[config.mk]
export PLATFORM = sky130hd
export DESIGN_NAME = axi_txn_throttle
export DESIGN_NICKNAME = d
export VERILOG_FILES = /design/src/rtl/axi_txn_throttle.sv
export SDC_FILE = /design/constraint.sdc
export NUM_CORES = 1
export LEC_CHECK = 0
export ABC_AREA = 1
export CORE_ASPECT_RATIO = 0.6
export CORE_MARGIN = 10
export CORE_UTILIZATION = 22
export DETAILED_ROUTE_END_ITERATION = 12
export PLACE_DENSITY = 0.8
export SLEW_MARGIN = 5
export SYNTH_ARGS = -nofsm -noshare
export SYNTH_HDL_FRONTEND = slang
export SYNTH_SLANG_ARGS = --single-unit
[constraint.sdc]
create_clock -name clk_i -period 1.7 [get_ports clk_i]
set_clock_uncertainty 0.2 [all_clocks]
set_input_delay 0.34 -clock clk_i [delete_from_list [all_inputs] [get_ports clk_i]]
set_output_delay 0.34 -clock clk_i [all_outputs]
set_load 0.1 [all_outputs]
[src/rtl/axi_txn_throttle.sv]
// ============================================================================
// axi_txn_throttle: caps outstanding AXI4 reads/writes and holds W until its AW
// has been forwarded. Optional stall counters: AXI_TXN_THROTTLE_STATS_EN.
// Revision 1.0
// ============================================================================
`default_nettype none

package axi_txn_throttle_pkg;
  typedef struct packed {
    logic [3:0]  id;
    logic [15:0] addr;
    logic [7:0]  len;
  } ax_chan_t;

  typedef struct packed {
    logic [31:0] data;
    logic        last;
  } w_chan_t;

  typedef struct packed {
    logic [3:0] id;
    logic [1:0] resp;
  } b_chan_t;

  typedef struct packed {
    logic [3:0]  id;
    logic [31:0] data;
    logic [1:0]  resp;
    logic        last;
  } r_chan_t;

  typedef struct packed {
    ax_chan_t aw;
    logic     aw_valid;
    w_chan_t  w;
    logic     w_valid;
    logic     b_ready;
    ax_chan_t ar;
    logic     ar_valid;
    logic     r_ready;
  } axi_req_t;

  typedef struct packed {
    logic    aw_ready;
    logic    w_ready;
    b_chan_t b;
    logic    b_valid;
    logic    ar_ready;
    r_chan_t r;
    logic    r_valid;
  } axi_resp_t;
endpackage

module axi_txn_throttle #(
  parameter int unsigned MaxWrTxns = 8,
  parameter int unsigned MaxRdTxns = 8,
  parameter type axi_req_t  = axi_txn_throttle_pkg::axi_req_t,
  parameter type axi_resp_t = axi_txn_throttle_pkg::axi_resp_t
) (
  input  logic      clk_i,
  input  logic      rst_ni,
  input  axi_req_t  slv_req_i,
  output axi_resp_t slv_resp_o,
  output axi_req_t  mst_req_o,
  input  axi_resp_t mst_resp_i
`ifdef AXI_TXN_THROTTLE_STATS_EN
  ,
  output logic [31:0] stall_aw_o,
  output logic [31:0] stall_ar_o
`endif
);

  localparam int unsigned WR_CNT_W = $clog2(MaxWrTxns + 1);
  localparam int unsigned RD_CNT_W = $clog2(MaxRdTxns + 1);
  localparam logic [WR_CNT_W-1:0] WR_MAX = WR_CNT_W'(MaxWrTxns);
  localparam logic [RD_CNT_W-1:0] RD_MAX = RD_CNT_W'(MaxRdTxns);

  logic [WR_CNT_W-1:0] wr_cnt_q, wr_cnt_d;
  logic [WR_CNT_W-1:0] w_pend_q, w_pend_d;
  logic [RD_CNT_W-1:0] rd_cnt_q, rd_cnt_d;

  logic aw_open, ar_open, w_open;
  logic aw_fwd, ar_fwd, w_last_fwd, b_fwd, r_last_fwd;

  // Gating looks only at registered counts, so no ready-to-valid loop is formed.
  assign aw_open = (wr_cnt_q < WR_MAX);
  assign ar_open = (rd_cnt_q < RD_MAX);
  assign w_open  = (w_pend_q != '0);

  always_comb begin
    mst_req_o          = slv_req_i;
    mst_req_o.aw_valid = slv_req_i.aw_valid && aw_open;
    mst_req_o.ar_valid = slv_req_i.ar_valid && ar_open;
    mst_req_o.w_valid  = slv_req_i.w_valid && w_open;

    slv_resp_o          = mst_resp_i;
    slv_resp_o.aw_ready = mst_resp_i.aw_ready && aw_open;
    slv_resp_o.ar_ready = mst_resp_i.ar_ready && ar_open;
    slv_resp_o.w_ready  = mst_resp_i.w_ready && w_open;
  end

  assign aw_fwd     = mst_req_o.aw_valid && mst_resp_i.aw_ready;
  assign ar_fwd     = mst_req_o.ar_valid && mst_resp_i.ar_ready;
  assign w_last_fwd = mst_req_o.w_valid && mst_resp_i.w_ready && slv_req_i.w.last;
  assign b_fwd      = mst_resp_i.b_valid && slv_req_i.b_ready;
  assign r_last_fwd = mst_resp_i.r_valid && slv_req_i.r_ready && mst_resp_i.r.last;

  // Decrements saturate at zero so a stray response cannot wrap a counter.
  always_comb begin
    wr_cnt_d = wr_cnt_q;
    if (aw_fwd && !b_fwd) begin
      wr_cnt_d = wr_cnt_q + WR_CNT_W'(1);
    end else if (b_fwd && !aw_fwd && (wr_cnt_q != '0)) begin
      wr_cnt_d = wr_cnt_q - WR_CNT_W'(1);
    end

    w_pend_d = w_pend_q;
    if (aw_fwd && !w_last_fwd) begin
      w_pend_d = w_pend_q + WR_CNT_W'(1);
    end else if (w_last_fwd && !aw_fwd && (w_pend_q != '0)) begin
      w_pend_d = w_pend_q - WR_CNT_W'(1);
    end

    rd_cnt_d = rd_cnt_q;
    if (ar_fwd && !r_last_fwd) begin
      rd_cnt_d = rd_cnt_q + RD_CNT_W'(1);
    end else if (r_last_fwd && !ar_fwd && (rd_cnt_q != '0)) begin
      rd_cnt_d = rd_cnt_q - RD_CNT_W'(1);
    end
  end

  always_ff @(posedge clk_i or negedge rst_ni) begin
    if (!rst_ni) begin
      wr_cnt_q <= '0;
      w_pend_q <= '0;
      rd_cnt_q <= '0;
    end else begin
      wr_cnt_q <= wr_cnt_d;
      w_pend_q <= w_pend_d;
      rd_cnt_q <= rd_cnt_d;
    end
  end

`ifdef AXI_TXN_THROTTLE_STATS_EN
  logic [31:0] stall_aw_q, stall_aw_d;
  logic [31:0] stall_ar_q, stall_ar_d;

  always_comb begin
    stall_aw_d = stall_aw_q;
    stall_ar_d = stall_ar_q;
    if (slv_req_i.aw_valid && (wr_cnt_q == WR_MAX)) begin
      stall_aw_d = stall_aw_q + 32'd1;
    end
    if (slv_req_i.ar_valid && (rd_cnt_q == RD_MAX)) begin
      stall_ar_d = stall_ar_q + 32'd1;
    end
  end

  always_ff @(posedge clk_i or negedge rst_ni) begin
    if (!rst_ni) begin
      stall_aw_q <= '0;
      stall_ar_q <= '0;
    end else begin
      stall_aw_q <= stall_aw_d;
      stall_ar_q <= stall_ar_d;
    end
  end

  assign stall_aw_o = stall_aw_q;
  assign stall_ar_o = stall_ar_q;
`endif

`ifndef SYNTHESIS
  a_b_needs_outstanding_write : assert property (
    @(posedge clk_i) disable iff (!rst_ni) b_fwd |-> (wr_cnt_q != '0));
  a_r_last_needs_outstanding_read : assert property (
    @(posedge clk_i) disable iff (!rst_ni) r_last_fwd |-> (rd_cnt_q != '0));
`endif

endmodule

`default_nettype wire
=== Word-level counts from Yosys, hierarchy flattened ===
Index checks and enable logic that the tools add are counted.

* $add $sub $neg: 6
* $lt $le $gt $ge: 2
* Multiplexer cells: 6
* Reductions and logical operators: 33

{| class="wikitable"
|+ Operator list
! operator !! number
|-
| 2-to-1 mux 4 bit || 6
|-
| logical AND 1 bit || 22
|-
| adder 4 x 1 -> 4 bit (second input constant) || 3
|-
| nonzero test 4 bit || 3
|-
| subtractor 4 x 1 -> 4 bit (second input constant) || 3
|-
| < comparator 4 bit (second input constant) || 2
|-
| nonzero test 2 bit || 3
|-
| logical NOT 1 bit || 5
|}

* Register bits: 12
* Bits of input ports: 146
* Output and inout bits: 144
* Logic and storage cells: 50

=== Logic depth before layout (Yosys ltp) ===
* Word-level depth: 8
* Gate-level depth with buffers: 13
* Mapped depth without buffers: 13

=== Least setup slack after synthesis ===
OpenSTA, ideal clock, no wires.

* Path kind: reg-to-output
* Start: register w_pend_q[1]
* End: output mst_req_o[31] in the netlist's numbering
* Arrival time: 1.837 ns
* Data required time: 1.160 ns
* Setup slack: -0.677 ns
* Stages on the path, launching flop included: 5
* Buffers on the path: 0
* Path through: dfrtp_1 nor2_1 nand2_1 inv_1 nor2_1

{| class="wikitable"
|+ RTL lines
! item !! line !! source
|-
| start: declaration || 79 || <nowiki>logic [WR_CNT_W-1:0] w_pend_q, w_pend_d;</nowiki>
|-
| start signal: assignment || 139 || <nowiki>w_pend_q <= w_pend_d;</nowiki>
|-
| end: declaration || 64 || <nowiki>output axi_req_t mst_req_o,</nowiki>
|}

=== Final worst setup path ===
* Start: register w_pend_q[1]
* End: register w_pend_q[2]

* Cells in the longest elaborated chain, start to end: 7
* Elaborated cells between the ends (all ways): 13
* Classes of those cells: add/sub (2); mux (2); reduce/logical (9)

{| class="wikitable"
|+ RTL lines
! item
|-
| branches (longest 7 deep; another with subtractor 4 x 1 -> 4 bit)
|}

Parallel ways; which one is timed is not known. The select of a mux whose other input is x is not followed.
A chain may end at the register's enable or synchronous reset.

==> out/metrics.csv <==
metric,value,unit
hold_buffers,0,
tns,-0.7438,ns
report.final.slew_viol_count,0,
finalSetupViolCount,11,
final_nets,338,
synth_cells,257,
synth.top_cell.area_share,52.71,%
gr-total-overflow,0,
yosys.area.top_type,buf_4,
fillers,922,
hold_viol_final,0,
syn_to_final_growth,-2.037,%
crit_path_cell_trace,nor2_1 -> nand2_1 -> nand3_2 -> nand2_4 -> buf_4 -> fa_2 -> xor2_1 -> nand2_1 -> nand2_1,
grt_pass1_vias,1189,
cts_buffers,3,
grt_use_total,6.514,%
max-slew-margin-rel,83.23,%
antenna_found_initial,0,
fin_util,22.34,%
p_leak,0.0008980,uW
arrival,1.74,ns
drc_errors,0,
critPathBufInv,1,
drtIter0Drc,51,
finalCritPeriodShare,106.5,%
synthTopCellsByCount,"138 x buf_4, 32 x nand2_1, 18 x inv_1",
rsz0062_at_grt,true,
dpl.hpwl,3708,um
diodes,0,
die_x,142.0,um
die_y,93.22,um
max_stage_delay,0.37,ns
routed_wl,4554,um
drtAntennaViolNets,0,
synth_most_common_cell,buf_4,
path_clk_slew,0.05,ns
portBuffers,25,
firstDrtPassIters,4,
max_freq,0.5521,GHz
critical_path_class,reg -> reg,
gp_congestion,0.7910,
synthTopCellsByArea,"buf_4 53%, dfrtp_1 15%, nand2_1 6.1%",
slowest_stage,dfrtp_1,
root_buffer,clkbuf_16,
yosysSeqAreaShare,15.28,%
start_util,22.80,%
avgSynthCellArea,7.648,um^2
cts_buffer_depth,2,
drive_gt1_share,50.55,%
violations,setup timing,
synth_async_sr_flop_share,100.0,%
viasPerCell,3.765,
endpoint_kind,flop,
cts_sinks,12,
vdd_drop_max,354.9,uV
wl_per_cell,15.49,um
synthesis.nets,412,
cts-htree-levels,1,
cellPowerDensity,1616,nW/um^2
synth_cell_types,22,
tightest_slew,0.2515,ns
tritoncts,done,
io_pins,290,
worst_slack,-0.1113,ns
ys_warn_count,0,
hold_class,in -> async,
cp.required,1.63,ns
status,finished with violations,
synth_ff_type,dfrtp_1,
start_kind,flop,
path_delay_family,simple AND/OR/NAND/NOR gates,
rows,26,
pre_cts_slack,-0.5836,ns
period_needed,1.811,ns
ys_ff_latch,12,
die_area,13240,um^2
grt_pass1_wl,6624,um
coreArea,8621,um^2
crit_top_cell,nand2_1,
synth_edf_count,0,
netlist_area,1966,um^2
vias,1107,
crit_fanout,4,
grt_max_degree,13,
max_cap_violations,0,
clock_latency,0.24,ns
-- sequential cells by signal (all words and copies together) (netlist names) --
register	flops
wr_cnt_q	4
w_pend_q	4
rd_cnt_q	4
-- final timing paths --
| kind | start | end | slack (ns) | cells after the start |
|---|---|---|---|---|
| min | rst_ni | rd_cnt_q[3]$_DFFE_PN0P_ | 0.21 | 2 |
| min reg2reg | rd_cnt_q[2]$_DFFE_PN0P_ | rd_cnt_q[2]$_DFFE_PN0P_ | 0.37 | 2 |
| min in group clk_i | rd_cnt_q[2]$_DFFE_PN0P_ | rd_cnt_q[2]$_DFFE_PN0P_ | 0.37 | 2 |
| max in group asynchronous | rst_ni | wr_cnt_q[3]$_DFFE_PN0P_ | 0.90 | 2 |
| max | w_pend_q[1]$_DFFE_PN0P_ | w_pend_q[2]$_DFFE_PN0P_ | -0.11 | 9 |
| max reg2reg | w_pend_q[1]$_DFFE_PN0P_ | w_pend_q[2]$_DFFE_PN0P_ | -0.11 | 9 |
-- routing by layer --
metal / vias up / GRT usage (%) / share of wire (%)
met4: 2 / 2.373 / 1.3
met5: - / 4.135 / 0.94
met1: 488 / 5.588 / 33
met2: 116 / 7.351 / 39
met3: 10 / 9.798 / 26
li1: 491 / - / -
-- kinds of logic after synthesis --
kind of cell / after synthesis / synth area share (%)
flops: 12 / 15.28
simple gates: 63 / 15.85
buf+inv: 160 / 56.91
fa+ha+maj: 9 / 6.875
compound gates: 8 / 2.482
xor+xnor: 5 / 2.610
-- cell usage in the layout (no fill, tap or decap) --
cell | netlist | layout
inv_1 | 18 | 15
clkbuf_16 | 0 | 3
buf_6 | 0 | 2
ha_1 | 6 | 2
inv_2 | 4 | 5
ha_4 | 0 | 4
dlygate4sd2_1 | 0 | 10
inv_4 | 0 | 2
buf_4 | 138 | 32
nor2_1 | 12 | 5
nand2_8 | 1 | 2
buf_12 | 0 | 12
a21oi_2 | 1 | 2
o21ai_1 | 4 | 4
nand3_1 | 5 | 4
xor2_1 | 4 | 4
dfrtp_2 | 0 | 1
xor2_2 | 1 | 1
nand4_1 | 1 | 1
nor2_4 | 2 | 7
nand3b_1 | 2 | 2
nand2_4 | 0 | 1
clkdlybuf4s50_1 | 0 | 3
nor2_2 | 1 | 3
nand2_1 | 32 | 27
a21o_1 | 2 | 2
nand2_2 | 5 | 8
fa_2 | 0 | 3
dfrtp_1 | 12 | 11
clkbuf_8 | 0 | 1
nand3_2 | 2 | 3
-- report_power, final --
group	switching [uW]	internal (uW)
clock network	133	356
registers	152	435
logic	1110	926
-- through the flow --
| stage | cells | total power (uW) | area [um^2] | hold WS (ns) |
|---|---|---|---|---|
| after floorplan | 257 | 3253 | 2053 | -0.1556 |
| after global placement | 279 | 2372 | 1700 | 0.3443 |
| after detailed placement | 279 | 2445 | 1700 | 0.3560 |
| after CTS | 289 | 3030 | 1858 | 0.2221 |
| after global routing | 294 | 3366 | 1926 | 0.2224 |
| final | 294 | 3112 | 1926 | 0.2106 |
-- worst register-to-register path, stage by stage (launching register included) --
cell and delay [ns]:
dfrtp_1 0.37, nor2_1 0.12, nand2_1 0.09, nand3_2 0.09, nand2_4 0.08, buf_4 0.14, fa_2 0.33, xor2_1 0.15
nand2_1 0.07, nand2_1 0.05
-- layout make-up --
type	count	area, um^2	share of cell area [%]
repair buffers	59	620.6	32.23
clock buffers	4	88.84	4.613
well taps	112	140.1	7.277
multi-input cells	85	686.9	35.67
flip-flops and latches	12	301.5	15.66
inverters	22	87.58	4.548
-- what timing repair did --
item                                    in CTS  in global routing
buffers inserted                             7                  5
pin swaps                                   14                 10
endpoints found under the setup margin      15                 12
resized for setup                           22                  8
No activity file was read; power rests on OpenSTA's default activity.
